### src/rtl/conv_layer_sequencer.sv
// conv_layer_sequencer
// Frame-level controller in front of conv_pooling_layer. Accepts an upstream
// pixel stream (valid/ready), paces pixels into the layer no faster than one
// every CyclesPerPixel cycles, waits for the layer's pooling to finish after
// the last pixel of a frame, then pulses frame_done. A drain watchdog parks
// the block in a sticky error state if the layer never finishes.

module conv_layer_sequencer #(
    parameter int BitSize            = 8,
    parameter int ImageWidth         = 16,
    parameter int NumberOfK          = 8,
    parameter int ProcessingElements = 2,
    parameter int CyclesPerPixel     = NumberOfK / ProcessingElements,
    parameter int DrainTimeout       = 1024
) (
    input  logic               clk,
    input  logic               res_n,
    input  logic               start,
    input  logic               up_valid,
    input  logic [BitSize-1:0] up_data,
    output logic               up_ready,
    output logic               layer_in_valid,
    output logic [BitSize-1:0] layer_in_data,
    input  logic               layer_pooling_done,
    output logic               busy,
    output logic               frame_done,
    output logic               error,
    output logic [15:0]        frame_count
);

    localparam int NumPixels = ImageWidth * ImageWidth;
    localparam int PixW      = $clog2(NumPixels + 1);
    localparam int SlotW     = $clog2(CyclesPerPixel + 1);
    localparam int TmoW      = $clog2(DrainTimeout + 1);

    localparam logic [PixW-1:0]  LastPix    = PixW'(NumPixels - 1);
    localparam logic [SlotW-1:0] SlotReload = SlotW'(CyclesPerPixel - 1);
    localparam logic [TmoW-1:0]  TmoLast    = TmoW'(DrainTimeout - 1);

    typedef enum logic [2:0] {
        ST_IDLE  = 3'd0,
        ST_FEED  = 3'd1,
        ST_DRAIN = 3'd2,
        ST_DONE  = 3'd3,
        ST_ERR   = 3'd4
    } state_t;

    // A completion only counts on a fresh 0->1 transition, so a level left
    // high from the previous frame cannot finish the next one.
    function automatic logic rising_edge(input logic cur, input logic prev);
        return cur & ~prev;
    endfunction

    state_t             state_q, state_d;
    logic [PixW-1:0]    pix_cnt_q, pix_cnt_d;
    logic [SlotW-1:0]   slot_q, slot_d;
    logic [TmoW-1:0]    tmo_q, tmo_d;
    logic               pd_prev_q;
    logic               in_valid_q, in_valid_d;
    logic [BitSize-1:0] in_data_q, in_data_d;
    logic [15:0]        frame_count_q, frame_count_d;
    logic               busy_q, busy_d;
    logic               frame_done_q, frame_done_d;
    logic               error_q, error_d;

    logic               xfer_s;
    logic               pd_rise_s;

    // Ready depends only on the pacing slot, never on up_valid, so upstream
    // can't form a combinational loop through this block.
    assign up_ready  = (state_q == ST_FEED) && (slot_q == {SlotW{1'b0}});
    assign xfer_s    = up_valid && up_ready;
    assign pd_rise_s = rising_edge(layer_pooling_done, pd_prev_q);

    assign layer_in_valid = in_valid_q;
    assign layer_in_data  = in_data_q;
    assign busy           = busy_q;
    assign frame_done     = frame_done_q;
    assign error          = error_q;
    assign frame_count    = frame_count_q;

    // Next-state, counter and datapath decode for the frame FSM.
    always_comb begin
        state_d       = state_q;
        pix_cnt_d     = pix_cnt_q;
        slot_d        = slot_q;
        tmo_d         = tmo_q;
        in_valid_d    = 1'b0;
        in_data_d     = in_data_q;
        frame_count_d = frame_count_q;

        case (state_q)
            ST_IDLE: begin
                if (start) begin
                    state_d   = ST_FEED;
                    pix_cnt_d = {PixW{1'b0}};
                    slot_d    = {SlotW{1'b0}};
                end else begin
                    state_d   = ST_IDLE;
                end
            end

            ST_FEED: begin
                if (xfer_s) begin
                    in_valid_d = 1'b1;
                    in_data_d  = up_data;
                    pix_cnt_d  = pix_cnt_q + PixW'(1);
                    slot_d     = SlotReload;
                    if (pix_cnt_q == LastPix) begin
                        state_d = ST_DRAIN;
                        tmo_d   = {TmoW{1'b0}};
                    end else begin
                        state_d = ST_FEED;
                    end
                end else if (slot_q != {SlotW{1'b0}}) begin
                    // Pacing slot runs down whether or not upstream is offering.
                    slot_d = slot_q - SlotW'(1);
                end else begin
                    slot_d = slot_q;
                end
            end

            ST_DRAIN: begin
                tmo_d = tmo_q + TmoW'(1);
                // An edge in the watchdog's final cycle still completes the frame.
                if (pd_rise_s) begin
                    state_d = ST_DONE;
                end else if (tmo_q == TmoLast) begin
                    state_d = ST_ERR;
                end else begin
                    state_d = ST_DRAIN;
                end
            end

            ST_DONE: begin
                // start is deliberately not sampled here.
                frame_count_d = frame_count_q + 16'd1;
                state_d       = ST_IDLE;
            end

            ST_ERR: begin
                state_d = ST_ERR;
            end

            default: begin
                state_d = ST_IDLE;
            end
        endcase
    end

    // Status flags registered from the next state so they line up with it.
    always_comb begin
        busy_d       = (state_d == ST_FEED) || (state_d == ST_DRAIN);
        frame_done_d = (state_d == ST_DONE);
        error_d      = (state_d == ST_ERR);
    end

    // State, counters and registered outputs; synchronous active-high reset.
    always_ff @(posedge clk) begin
        if (res_n) begin
            state_q       <= ST_IDLE;
            pix_cnt_q     <= {PixW{1'b0}};
            slot_q        <= {SlotW{1'b0}};
            tmo_q         <= {TmoW{1'b0}};
            pd_prev_q     <= 1'b0;
            in_valid_q    <= 1'b0;
            in_data_q     <= {BitSize{1'b0}};
            frame_count_q <= 16'd0;
            busy_q        <= 1'b0;
            frame_done_q  <= 1'b0;
            error_q       <= 1'b0;
        end else begin
            state_q       <= state_d;
            pix_cnt_q     <= pix_cnt_d;
            slot_q        <= slot_d;
            tmo_q         <= tmo_d;
            pd_prev_q     <= layer_pooling_done;
            in_valid_q    <= in_valid_d;
            in_data_q     <= in_data_d;
            frame_count_q <= frame_count_d;
            busy_q        <= busy_d;
            frame_done_q  <= frame_done_d;
            error_q       <= error_d;
        end
    end

endmodule

### config.mk
export PLATFORM = sky130hd
export DESIGN_NAME = conv_layer_sequencer
export DESIGN_NICKNAME = d
export VERILOG_FILES = /design/src/rtl/conv_layer_sequencer.sv
export SDC_FILE = /design/constraint.sdc
export NUM_CORES = 1
export LEC_CHECK = 0
export ABC_CLOCK_PERIOD_IN_PS = 2960
export CAP_MARGIN = 25
export CORE_MARGIN = 10
export CORE_UTILIZATION = 40
export CTS_CLUSTER_SIZE = 20
export DETAILED_ROUTE_END_ITERATION = 8
export PLACE_DENSITY = 0.75
export SLEW_MARGIN = 25
export SYNTH_ARGS = -nofsm -noshare
export SYNTH_HDL_FRONTEND = slang
export SYNTH_SLANG_ARGS = --single-unit
export TNS_END_PERCENT = 30
### constraint.sdc
create_clock -name clk -period 2.96 [get_ports clk]
set_clock_uncertainty 0.2 [all_clocks]
set_input_delay 0.592 -clock clk [delete_from_list [all_inputs] [get_ports clk]]
set_output_delay 0.592 -clock clk [all_outputs]
set_load 0.1 [all_outputs]
* Word-level counts from Yosys, hierarchy flattened *
Cells that the tools add are included.

storage, ports and cells
  bits in registers = 55
  bits in latches = 0
  bits in writable memories = 0
  ROM bits = 0
  output and inout port bits = 29
  logic and storage cells = 62
  memories kept = 0

operators by class
  add/subtract/negate cells = 4
  $mul = 0
  div/mod/pow operators = 0
  order comparisons = 0
  equal/unequal tests = 14
  shift-type cells = 0
  muxes and demuxes = 17
  bitwise gates (word level) = 3
  reductions and logical operators = 13

operators by type and width
  cell                                                                      count
  11-bit 2-to-1 mux                                                         2
  11-bit one-hot mux with 2 select lines                                    1
  3-bit 2-to-1 mux                                                          6
  9-bit 2-to-1 mux                                                          2
  9-bit one-hot mux with 2 select lines                                     1
  16-bit by 1-bit adder with 16-bit output (second input constant)          1
  3-bit by 2-bit equality test with 1-bit output (second input constant)    4
  3-bit one-hot mux with 4 select lines                                     1
  11-bit by 1-bit adder with 11-bit output (second input constant)          1
  11-bit by 10-bit equality test with 1-bit output (second input constant)  1
  9-bit by 1-bit adder with 9-bit output (second input constant)            1
  9-bit by 8-bit equality test with 1-bit output (second input constant)    1
  3-bit AND reduction                                                       3
  3-bit by 1-bit equality test with 1-bit output (second input constant)    2
  3-bit equality test (second input constant)                               2
  3-bit logical NOT                                                         2
  3-bit one-hot mux with 2 select lines                                     1
  2-bit inequality test (second input constant)                             2
  2-bit nonzero test                                                        2
  3-bit by 2-bit inequality test with 1-bit output (second input constant)  1
  3-bit nonzero test                                                        1
  3-bit by 1-bit subtractor with 3-bit output (second input constant)       1
  1-bit logical AND                                                         2
  1-bit 2-to-1 mux                                                          2
  7 further kinds                                                           8

* Logic depth before layout (Yosys ltp) *
  word-level depth = 7
  mapped depth = 9

* Least setup slack after synthesis *
Ideal clock, no wire load.

  path type = reg-to-output
  start = register state_q[2]
  end = output up_ready
  arrival time = 2.020 ns
  path slack = 0.148 ns
  cell stages (with the launch flop) = 5
  path buffers = 1
  cells stage by stage = dfxtp_1 -> buf_6 -> and2b_1 -> nand2b_1 -> nor2_1

between the ends
  longest elaborated chain between the ends = 2

ends and longest elaborated chain
  what                                            line  RTL
  start, declared                                 54    state_t state_q, state_d;
  start signal, assigned                          173   state_q <= state_d;
  3-bit by 1-bit equality test with 1-bit output  71    assign up_ready = (state_q == ST_FEED) && (slot_q == {SlotW{1'b0}});
  1-bit logical AND                               71
  end, declared                                   21    output logic up_ready,

No other way between the ends.

* Worst setup path after layout *
  start = register state_q[0]
  end = output up_ready

The elaborated chain is that of the path after synthesis.

==> results.yml <==
status:
  run_status: "completed"
floorplanning:
  rows: 28
  core-area_um2: 6060
  die_w_um: 99.7
  ioPinCount: 42
  die_h_um: 99.7
  die_area_um2: 9940
  start_util_pct: 41.9
place:
  finalWeightedCongestion: 0.840
  place_area_um2: 2950
  io_buffers: 41
  dp_hpwl_um: 3890
flow_run:
  cap_violations: 0
synthesis:
  synth_top_area_share_pct: 43.3
  ys_types: 44
  synth_nets: 300
  synth-seq-cells: 55
  syn_inst: 281
  yosysTopAreaCell: "dfxtp_1"
  ys.warnings.count: 0
  syn_area_um2: 2540
  synth_edf_count: 0
  yosys_most_used_dff: "dfxtp_1"
  syn_area_per_cell_um2: 9.04
  ys_seq_area_share_pct: 43.3
  async_flop_share_pct: 0
  ys_top_cells_by_area: "dfxtp_1 43%, nor2_1 5.2%, xnor2_1 4.8%"
layout:
  stdcell_area_um2: 3080
  drive_gt1_share_pct: 15.3
  final_common_cell: "dfxtp_1"
  nets: 339
  final_cell_mix: "55 x dfxtp_1, 35 x nor2_1, 32 x buf_4"
  area_delta_synth_final_pct: 21.1
  n_antenna_cell: 0
global_route:
  grt_pass1_vias: 1939
  grt-ovfl-total: 0
  grt_first_pass_wirelength_um: 9140
  grt_usage_pct: 10.6
  antenna_found_initial: 0
  grt_max_degree: 24
clock_network:
  cts_resized: 0
  htreeDepth: 2
  cts_made_buffers: 5
  cts_sinks: 55
  cts-hold-fix-buffers: 0
  cts_max_path_buffers: 2
  postCtsSetupBuffers: 0
  root_buffer: "clkbuf_8"
  insertion_delay_ns: 0.30
  cts_tree: "yes"
  clk_pin_slew_ns: 0.10
timing:
  worst-slew-pin-transition_ns: 0.652
  min_period_over_period_pct: 87.2
  final.setup.tns_ns: 0
  rsz0062_at_grt: "no"
  max_freq_ghz: 0.387
  hold_viol: 0
  setup_viol: 0
  final_max_slew_viol_count: 0
  fin_crit_ns: 2.58
  maxSlewHeadroom_pct: 56.6
detailed_routing:
  wl_per_cell_um: 13.2
  dr.pass1.iters: 4
  vias: 2086
  dr.first_iter.drc_count: 81
  totalWireLength_um: 5240
  ant_nets: 0
  via_per_inst: 5.27
  drcViolationCount: 0
critical_path:
  worstPathRequired_ns: 2.17
  r2r_cells: 8
  cp-end-kind: "output port"
  worstPathMaxFanout: 13
  critPathArrivalTime_ns: 1.79
  worstSetupStartpointType: "register"
  path_class: "reg2out"
power_and_ir_drop:
  power_density_nw_per_um2: 490
  p_leak_nw: 1.16
  peakVddDrop_uv: 346
hold_path:
  hold_class: "reg2reg"
  whs_path_depth: 2
kinds of logic (layout without fill, tap and decap cells):
family                     count (synthesis)  after routing  share of synthesized area, %
DFF                                       55             55                          43.3
AOI/OAI and AO/OA                         48             48                          12.6
xor gates and xnor gates                  20             20                          6.89
buffers and inverters                     24             64                          4.38
adders and majority gates                  6              6                          2.95
and+or+nand+nor                          117            117                          25.5
muxes                                     11             11                          4.38
metal layers:
metal,vias to the layer above,routed length (um),GRT usage [%],share of wire [%]
li1,1073,-,-,-
met1,952,2460,14.1,47
met3,5,419,4.01,8.0
met4,0,42,2.32,0.80
met2,56,2320,15.8,44
met5,-,0,0,0
through the flow:
| step | worst slack, ns | power, W | hold slack (ns) | cells | util, % |
|---|---|---|---|---|---|
| after floorplan | 0.148 | 0.000904 | 0.248 | 281 | - |
| after global placement | 0.422 | 0.000954 | 0.259 | 388 | 48.6 |
| after detailed placement | 0.392 | 0.000957 | 0.264 | 388 | 48.6 |
| after CTS | 0.340 | 0.00153 | 0.277 | 396 | 50.8 |
| after global routing | 0.221 | 0.00157 | 0.315 | 396 | 50.8 |
| final | 0.378 | 0.00151 | 0.272 | 396 | 50.8 |
registers in the layout, summed over array words and instances, names as in the netlist:
register,flops
frame_count,16
pd_prev_q,1
pix_cnt_q,9
layer_in_data,8
slot_q,3
layer_in_valid,1
busy,1
frame_done,1
error,1
tmo_q,11
state_q,3
area by class of cell:
type | instances | area [um2]
inverter | 11 | 41.3
timing repair buffer | 45 | 380
sequential | 55 | 1100
tap | 75 | 93.8
clock buffer | 6 | 72.6
fill | 577 | 2980
multi-input combinational | 202 | 1330
clock inverter | 2 | 60.1
cell usage after synthesis, types with 5 or more instances:
library cell  instances
nor3_1                6
xor2_1                6
or4_1                 6
nand2_1              13
a21oi_1              16
o31ai_1               5
a211oi_1              5
and3_1                5
nand3_1              15
buf_2                 8
nor2_1               35
dfxtp_1              55
ha_1                  6
xnor2_1              14
mux2i_1              10
or3_1                 7
nand4_1               9
inv_1                11
o21ai_0               9
where the power goes:
group | leakage (nW) | switching, W | internal, W
sequential | 0.445 | 0.0000106 | 0.000753
combinational | 0.653 | 0.000115 | 0.0000588
clock | 0.0654 | 0.000234 | 0.000338
total | 1.16 | 0.000359 | 0.00115
path summary, 6_finish.rpt:
path	start	to	slack [ns]
setup / recovery	state_q[0]$_SDFF_PP0_	up_ready	0.38
hold / removal	tmo_q[1]$_SDFFE_PP0P_	tmo_q[1]$_SDFFE_PP0P_	0.27
setup reg to reg	pix_cnt_q[0]$_SDFFE_PP0P_	tmo_q[10]$_SDFFE_PP0P_	0.57
hold reg to reg	tmo_q[1]$_SDFFE_PP0P_	tmo_q[1]$_SDFFE_PP0P_	0.27
critical path, cell delays in order (launching register included):
cell and delay [ns]:
dfxtp_1 0.63, and2b_1 0.30, nand2b_1 0.13, nor2_1 0.22
buf_12 0.21
(Power assumes the default switching activity.)
